File: config.mk
export PLATFORM = sky130hd
export DESIGN_NAME = ctrl_teclado
export DESIGN_NICKNAME = d
export VERILOG_FILES = /design/src/rtl/pkg_teclado.sv /design/src/rtl/fifo_teclado.sv /design/src/rtl/ctrl_teclado.sv
export SDC_FILE = /design/constraint.sdc
export NUM_CORES = 1
export LEC_CHECK = 0
export CAP_MARGIN = 20
export CORE_ASPECT_RATIO = 0.5
export CORE_MARGIN = 1.5
export CORE_UTILIZATION = 56
export CTS_CLUSTER_DIAMETER = 40
export DETAILED_ROUTE_END_ITERATION = 8
export DONT_BUFFER_PORTS = 1
export HOLD_SLACK_MARGIN = 0.08
export PLACE_DENSITY = 0.81
export SYNTH_ARGS = -nofsm -noshare
export SYNTH_HDL_FRONTEND = slang
export SYNTH_SLANG_ARGS = --single-unit
export TNS_END_PERCENT = 10
File: constraint.sdc
create_clock -name clk_i -period 2.45 [get_ports clk_i]
set_input_delay 0.49 -clock clk_i [delete_from_list [all_inputs] [get_ports clk_i]]
set_output_delay 0.49 -clock clk_i [all_outputs]
set_load 0.03 [all_outputs]
File: src/rtl/pkg_teclado.sv
// Shared FSM states, scan-code constants and register bit positions for the keyboard controller.
package pkg_teclado;

  typedef enum logic [1:0] {
    IDLE   = 2'd0,
    BREAK  = 2'd1,
    EXT    = 2'd2,
    DECODE = 2'd3
  } state_t;

  localparam logic [7:0] BREAK_CODE = 8'hF0;
  localparam logic [7:0] EXT_CODE   = 8'hE0;

  // Status register (addr 0) read layout
  localparam int unsigned ST_NOT_EMPTY = 0;
  localparam int unsigned ST_FULL      = 1;
  localparam int unsigned ST_OVERRUN   = 2;
  localparam int unsigned ST_COUNT_LSB = 4;
  localparam int unsigned ST_COUNT_W   = 5;

  // Control register (addr 0) write layout
  localparam int unsigned CTRL_FLUSH   = 0;
  localparam int unsigned CTRL_CLR_OVR = 2;

endpackage

File: src/rtl/fifo_teclado.sv
// ASCII character buffer: power-of-two depth, wrapping pointers, flush has priority over push/pop.
module fifo_teclado #(
  parameter  int unsigned DEPTH = 4,
  localparam int unsigned PTR_W = $clog2(DEPTH),
  localparam int unsigned CNT_W = $clog2(DEPTH) + 1
) (
  input  logic             clk,
  input  logic             rst,
  input  logic             push,
  input  logic             pop,
  input  logic             flush,
  input  logic [7:0]       din,
  output logic [7:0]       head_c,
  output logic             full,
  output logic             empty,
  output logic [CNT_W-1:0] count
);

  logic [7:0]       mem [DEPTH];
  logic [PTR_W-1:0] wr_ptr;
  logic [PTR_W-1:0] rd_ptr;
  logic             do_push;
  logic             do_pop;
  logic [CNT_W-1:0] count_next;

  // A pop frees a slot in the same cycle, so push+pop on a full buffer both proceed
  assign do_pop  = pop & ~empty;
  assign do_push = push & (~full | do_pop);

  always_comb begin
    count_next = count;
    if (flush) begin
      count_next = '0;
    end else if (do_push && !do_pop) begin
      count_next = count + CNT_W'(1);
    end else if (do_pop && !do_push) begin
      count_next = count - CNT_W'(1);
    end
  end

  always_ff @(posedge clk) begin
    if (rst) begin
      wr_ptr <= '0;
      rd_ptr <= '0;
      count  <= '0;
      full   <= 1'b0;
      empty  <= 1'b1;
    end else begin
      count <= count_next;
      full  <= (count_next == CNT_W'(DEPTH));
      empty <= (count_next == '0);
      if (flush) begin
        wr_ptr <= '0;
        rd_ptr <= '0;
      end else begin
        if (do_push) wr_ptr <= wr_ptr + PTR_W'(1);
        if (do_pop)  rd_ptr <= rd_ptr + PTR_W'(1);
      end
    end
  end

  always_ff @(posedge clk) begin
    if (do_push && !flush) mem[wr_ptr] <= din;
  end

  assign head_c = mem[rd_ptr];

endmodule

File: src/rtl/ctrl_teclado.sv
// PS/2 keyboard controller: filters break/extended sequences, decodes make codes into an ASCII FIFO.
// Optional interrupt output enabled by defining TECLADO_IRQ_EN.
module ctrl_teclado
  import pkg_teclado::*;
#(
  parameter int unsigned FIFO_DEPTH = 4
) (
  input  logic        clk_i,
  input  logic        rst_i,
  input  logic        scan_valid_i,
  input  logic [7:0]  scan_code_i,
  output logic [7:0]  deco_dato_o,
  input  logic [31:0] deco_ascii_i,
  input  logic        addr_i,
  input  logic        we_i,
  input  logic        re_i,
  input  logic [31:0] wdata_i,
  output logic [31:0] rdata_o
`ifdef TECLADO_IRQ_EN
  ,
  output logic        irq_o
`endif
);

  localparam int unsigned CNT_W = $clog2(FIFO_DEPTH) + 1;

  state_t           state;
  state_t           state_next;
  logic             latch_c;
  logic             push_c;
  logic             late_c;
  logic             pop_c;
  logic             flush_c;
  logic             clr_ovr_c;
  logic             ovr_set_c;
  logic             overrun;
  logic             full;
  logic             empty;
  logic [CNT_W-1:0] count;
  logic [7:0]       head_c;
  logic             unused_c;

  always_ff @(posedge clk_i) begin
    if (rst_i) state <= IDLE;
    else       state <= state_next;
  end

  // Extended keys are unsupported: E0 only matters if it leads into a break
  always_comb begin
    state_next = state;
    unique case (state)
      IDLE: begin
        if (scan_valid_i) begin
          if (scan_code_i == BREAK_CODE)    state_next = BREAK;
          else if (scan_code_i == EXT_CODE) state_next = EXT;
          else                              state_next = DECODE;
        end
      end
      BREAK: begin
        if (scan_valid_i) state_next = IDLE;
      end
      EXT: begin
        if (scan_valid_i) state_next = (scan_code_i == BREAK_CODE) ? BREAK : IDLE;
      end
      DECODE:  state_next = IDLE;
      default: state_next = IDLE;
    endcase
  end

  always_comb begin
    latch_c = 1'b0;
    push_c  = 1'b0;
    late_c  = 1'b0;
    unique case (state)
      IDLE: latch_c = scan_valid_i && (scan_code_i != BREAK_CODE) && (scan_code_i != EXT_CODE);
      DECODE: begin
        push_c = (deco_ascii_i[7:0] != 8'h00);
        late_c = scan_valid_i;
      end
      default: ;
    endcase
  end

  assign pop_c     = re_i & addr_i;
  assign flush_c   = we_i & ~addr_i & wdata_i[CTRL_FLUSH];
  assign clr_ovr_c = we_i & ~addr_i & wdata_i[CTRL_CLR_OVR];
  // Bytes arriving mid-decode and pushes into a full buffer (with no pop) are lost
  assign ovr_set_c = late_c | (push_c & full & ~pop_c);

  always_ff @(posedge clk_i) begin
    if (rst_i)        deco_dato_o <= 8'h00;
    else if (latch_c) deco_dato_o <= scan_code_i;
  end

  always_ff @(posedge clk_i) begin
    if (rst_i)          overrun <= 1'b0;
    else if (ovr_set_c) overrun <= 1'b1;
    else if (clr_ovr_c) overrun <= 1'b0;
  end

  fifo_teclado #(
    .DEPTH(FIFO_DEPTH)
  ) u_fifo (
    .clk   (clk_i),
    .rst   (rst_i),
    .push  (push_c),
    .pop   (pop_c),
    .flush (flush_c),
    .din   (deco_ascii_i[7:0]),
    .head_c(head_c),
    .full  (full),
    .empty (empty),
    .count (count)
  );

  always_comb begin
    rdata_o = '0;
    if (addr_i) begin
      rdata_o[7:0] = empty ? 8'h00 : head_c;
    end else begin
      rdata_o[ST_NOT_EMPTY]                = ~empty;
      rdata_o[ST_FULL]                     = full;
      rdata_o[ST_OVERRUN]                  = overrun;
      rdata_o[ST_COUNT_LSB +: ST_COUNT_W]  = ST_COUNT_W'(count);
    end
  end

`ifdef TECLADO_IRQ_EN
  always_ff @(posedge clk_i) begin
    if (rst_i) irq_o <= 1'b0;
    else       irq_o <= ~empty | overrun;
  end
`else
  // No interrupt output in this build
`endif

  assign unused_c = ^{deco_ascii_i[31:8], wdata_i[31:3], wdata_i[1]};

endmodule

==> results.md, run 1 <==
* Crit path DAT at 1.79 ns
* Final GP Congestion at 0.929
* Largest family of logic cells by synthesized area: simple AND/OR/NAND/NOR gates
* CP required at 1.96 ns
* Post-CTS setup buffers at 0
* Most frequent cells in the layout: 32 x edfxtp_1, 24 x conb_1, 22 x dfxtp_1
* Most common cell after layout, fill and taps aside: edfxtp_1
* Layout Skew at 0.00580 ns
* Cell count after synthesis at 205
* Post-cts resize count at 0
* Syn avg cell area at 12.3 µm²
* DIE AREA at 4930 µm²
* DR vias at 1471
* Dpl hpwl at 3210 µm
* Sink Count at 54
* Htree depth at 2
* Fin. Hold Viols at 0
* CTS root buffer: clkbuf_8
* # fillers at 309
* Simple-gate share of the synthesized area at 12.1%
* Post-Route WL at 4170 µm
* I/O Buffers at 0
* Final Power at 1.94 mW
* Post-route cell area at 2650 µm²
* Synth Area in Adders at 2.98%
* Pwr dens at 732 nW/µm²
* Number of buffers created by CTS at 5
* Synthesized area at 2520 µm²
* Number of buffers inserted by hold repair at cts at 0
* IO Pins at 118
* Final worst slack at 0.171 ns
* Core Region at 4100 µm²
* Final non-filler cell total at 270
* Multi-input logic area at 937 µm²
* Setup Slack @ Placement at 0.358 ns
* EDFF count, synth at 32
* Synth Warn # at 0
* 1st-pass router iterations at 4
* Util after Layout at 64.5%
* Asr flop ratio synth at 0%
* First-pass GRT wire length at 6840 µm
* Crit. End Element: output port
* Area Growth Syn to Fin at 5.12%
* Max-cap violations at 0
* Largest net degree at the start of global routing at 17
* DRC at 0
* Setup TNS at 0 ns
* Row count at 16
* Top FF cell, synth: edfxtp_1
* Vias per inst at 5.45
* Synth Area in XOR/XNOR at 1.39%
* FMAX at 0.439 GHz
* WL per Instance at 15.5 µm
* Critical Path Source Type: register
* GRT Total Usage at 18.6%
* RSZ-0062 raised after global routing: false
* Clock Latency Late Sink at 0.30 ns
* Area after DPL at 2540 µm²
* Final Hold Slack at 0.239 ns
* Setup slack, reg-to-reg at 0.40 ns
* Layout cells sized above 1 at 16.7%
* Max IR drop VDD at 0.460 mV
* Initial antenna violation count at 0
* Seq cells post-synth at 54
* Clk slew on worst S/H paths at 0.09 ns
* # setup viols final at 0
* Compound-gate portion of the synthesized area at 6.86%
* Die height at 50.4 µm
* Slew Limit Fails at 0
* Post-route ant nets at 0
* Lkg Pwr at 0.984 nW
* Final Cycle Share at 93.0%
* Initial Util at 61.3%
* Flip-flop and latch area at 1400 µm²
* Clock buffer depth at 2
* Sequential fraction of the synthesis area at 55.7%
* Vias in the first global route at 1465
* Hold/Removal Path Class: in -> reg
* Post-Place Cells at 262
* 1st-iter DRT viols at 107
* Ant. Diodes at 0
* Post-layout min period at 2.28 ns
* Die Wd at 97.8 µm
* Gr ovfl total at 0
* CTS tree: yes
* Layout Nets at 299
* Unique masters post-synth at 40
* CP Max Fanout at 6
* Mux share of post-synthesis cell area at 10.3%
* Outcome: complete, no violations
* Worst setup path class: reg -> out
[flip-flops by register name, indices dropped and copies added, names as in the netlist, named ones only]
signal         flops
u_fifo.mem        32
u_fifo.empty       1
u_fifo.rd_ptr      2
u_fifo.count       3
deco_dato_o        8
overrun            1
u_fifo.full        1
u_fifo.wr_ptr      2
state              2
[power by group]
part	switching [mW]	internal [mW]	leakage [nW]
Clock	0.272	0.299	0.0502
Combinational	0.200	0.119	0.466
Sequential	0.0491	0.996	0.468
[critical path, stage by stage, from the launching register on]
cell and delay, ns:
dfxtp_1 0.42, buf_4 0.22, mux4_2 0.52, inv_1 0.07, o22ai_1 0.06, buf_4 0.19
[synthesized netlist by cell type (2+ instances only)]
cell type   n  area (µm²)
edfxtp_1   32         961
buf_4      24         180
dfxtp_1    22         440
nor2_1     18        67.6
inv_1      17        63.8
a21oi_1     8        40.0
mux2i_1     8        80.1
mux4_2      8         180
ha_1        6        75.1
nand2_1     6        22.5
and2_1      5        31.3
o22ai_1     5        31.3
nor3_1      4        20.0
clkbuf_1    3        11.3
nor2b_1     3        18.8
nor4_2      3        37.5
xnor2_1     3        26.3
buf_2       2        10.0
nand2b_1    2        12.5
nand3_1     2        10.0
nand3b_1    2        15.0
o21ai_0     2        10.0
or2_2       2        12.5
or3_1       2        12.5
[path summary, 6_finish.rpt]
| check | cells after the start | start | end |
|---|---|---|---|
| max | 5 | register | rdata_o[4] |
| min reg2reg | 1 | state[0]$_SDFFE_PP0P_ | state[1]$_SDFFE_PP0P_ |
| min | 1 | rst_i | state[0]$_SDFFE_PP0P_ |
| max reg2reg | 5 | state[0]$_SDFFE_PP0P_ | u_fifo.mem[0][2]$_DFFE_PP_ |
[kinds of logic after synthesis]
kind of cell             after synthesis
flip-flops                            54
AND/OR/NAND/NOR                       54
adder cells (fa/ha/maj)                6
other                                  1
multiplexers                          16
XOR/XNOR                               4
buffers and inverters                 46
AO/OA/AOI/OAI                         24
[layer usage]
metal | wire length, µm | share of wire [%] | global-route usage (%) | vias to the layer above
met5 | 0 | 0 | 0 | -
met4 | 35 | 0.84 | 4.76 | 0
met3 | 315 | 7.5 | 6.55 | 5
met2 | 1980 | 47 | 32.1 | 64
met1 | 1840 | 44 | 22.6 | 708
li1 | - | - | - | 694
[area by class of cell]
class | instances | area share (%)
Sequential cell | 54 | 53.0
Multi-Input combinational cell | 128 | 35.4
Clock buffer | 5 | 2.60
Timing Repair Buffer | 9 | 2.55
Tap cell | 54 | 2.55
Inverter | 17 | 2.41
Clock inverter | 3 | 1.51
No activity file was read; power rests on OpenSTA's default activity.
==> run 2, diff against run 1 <==
CAP_MARGIN = not set   (was 20)
==> results of run 2 <==
Same layout as run 1: the final DEF is identical, and so are final timing and power.
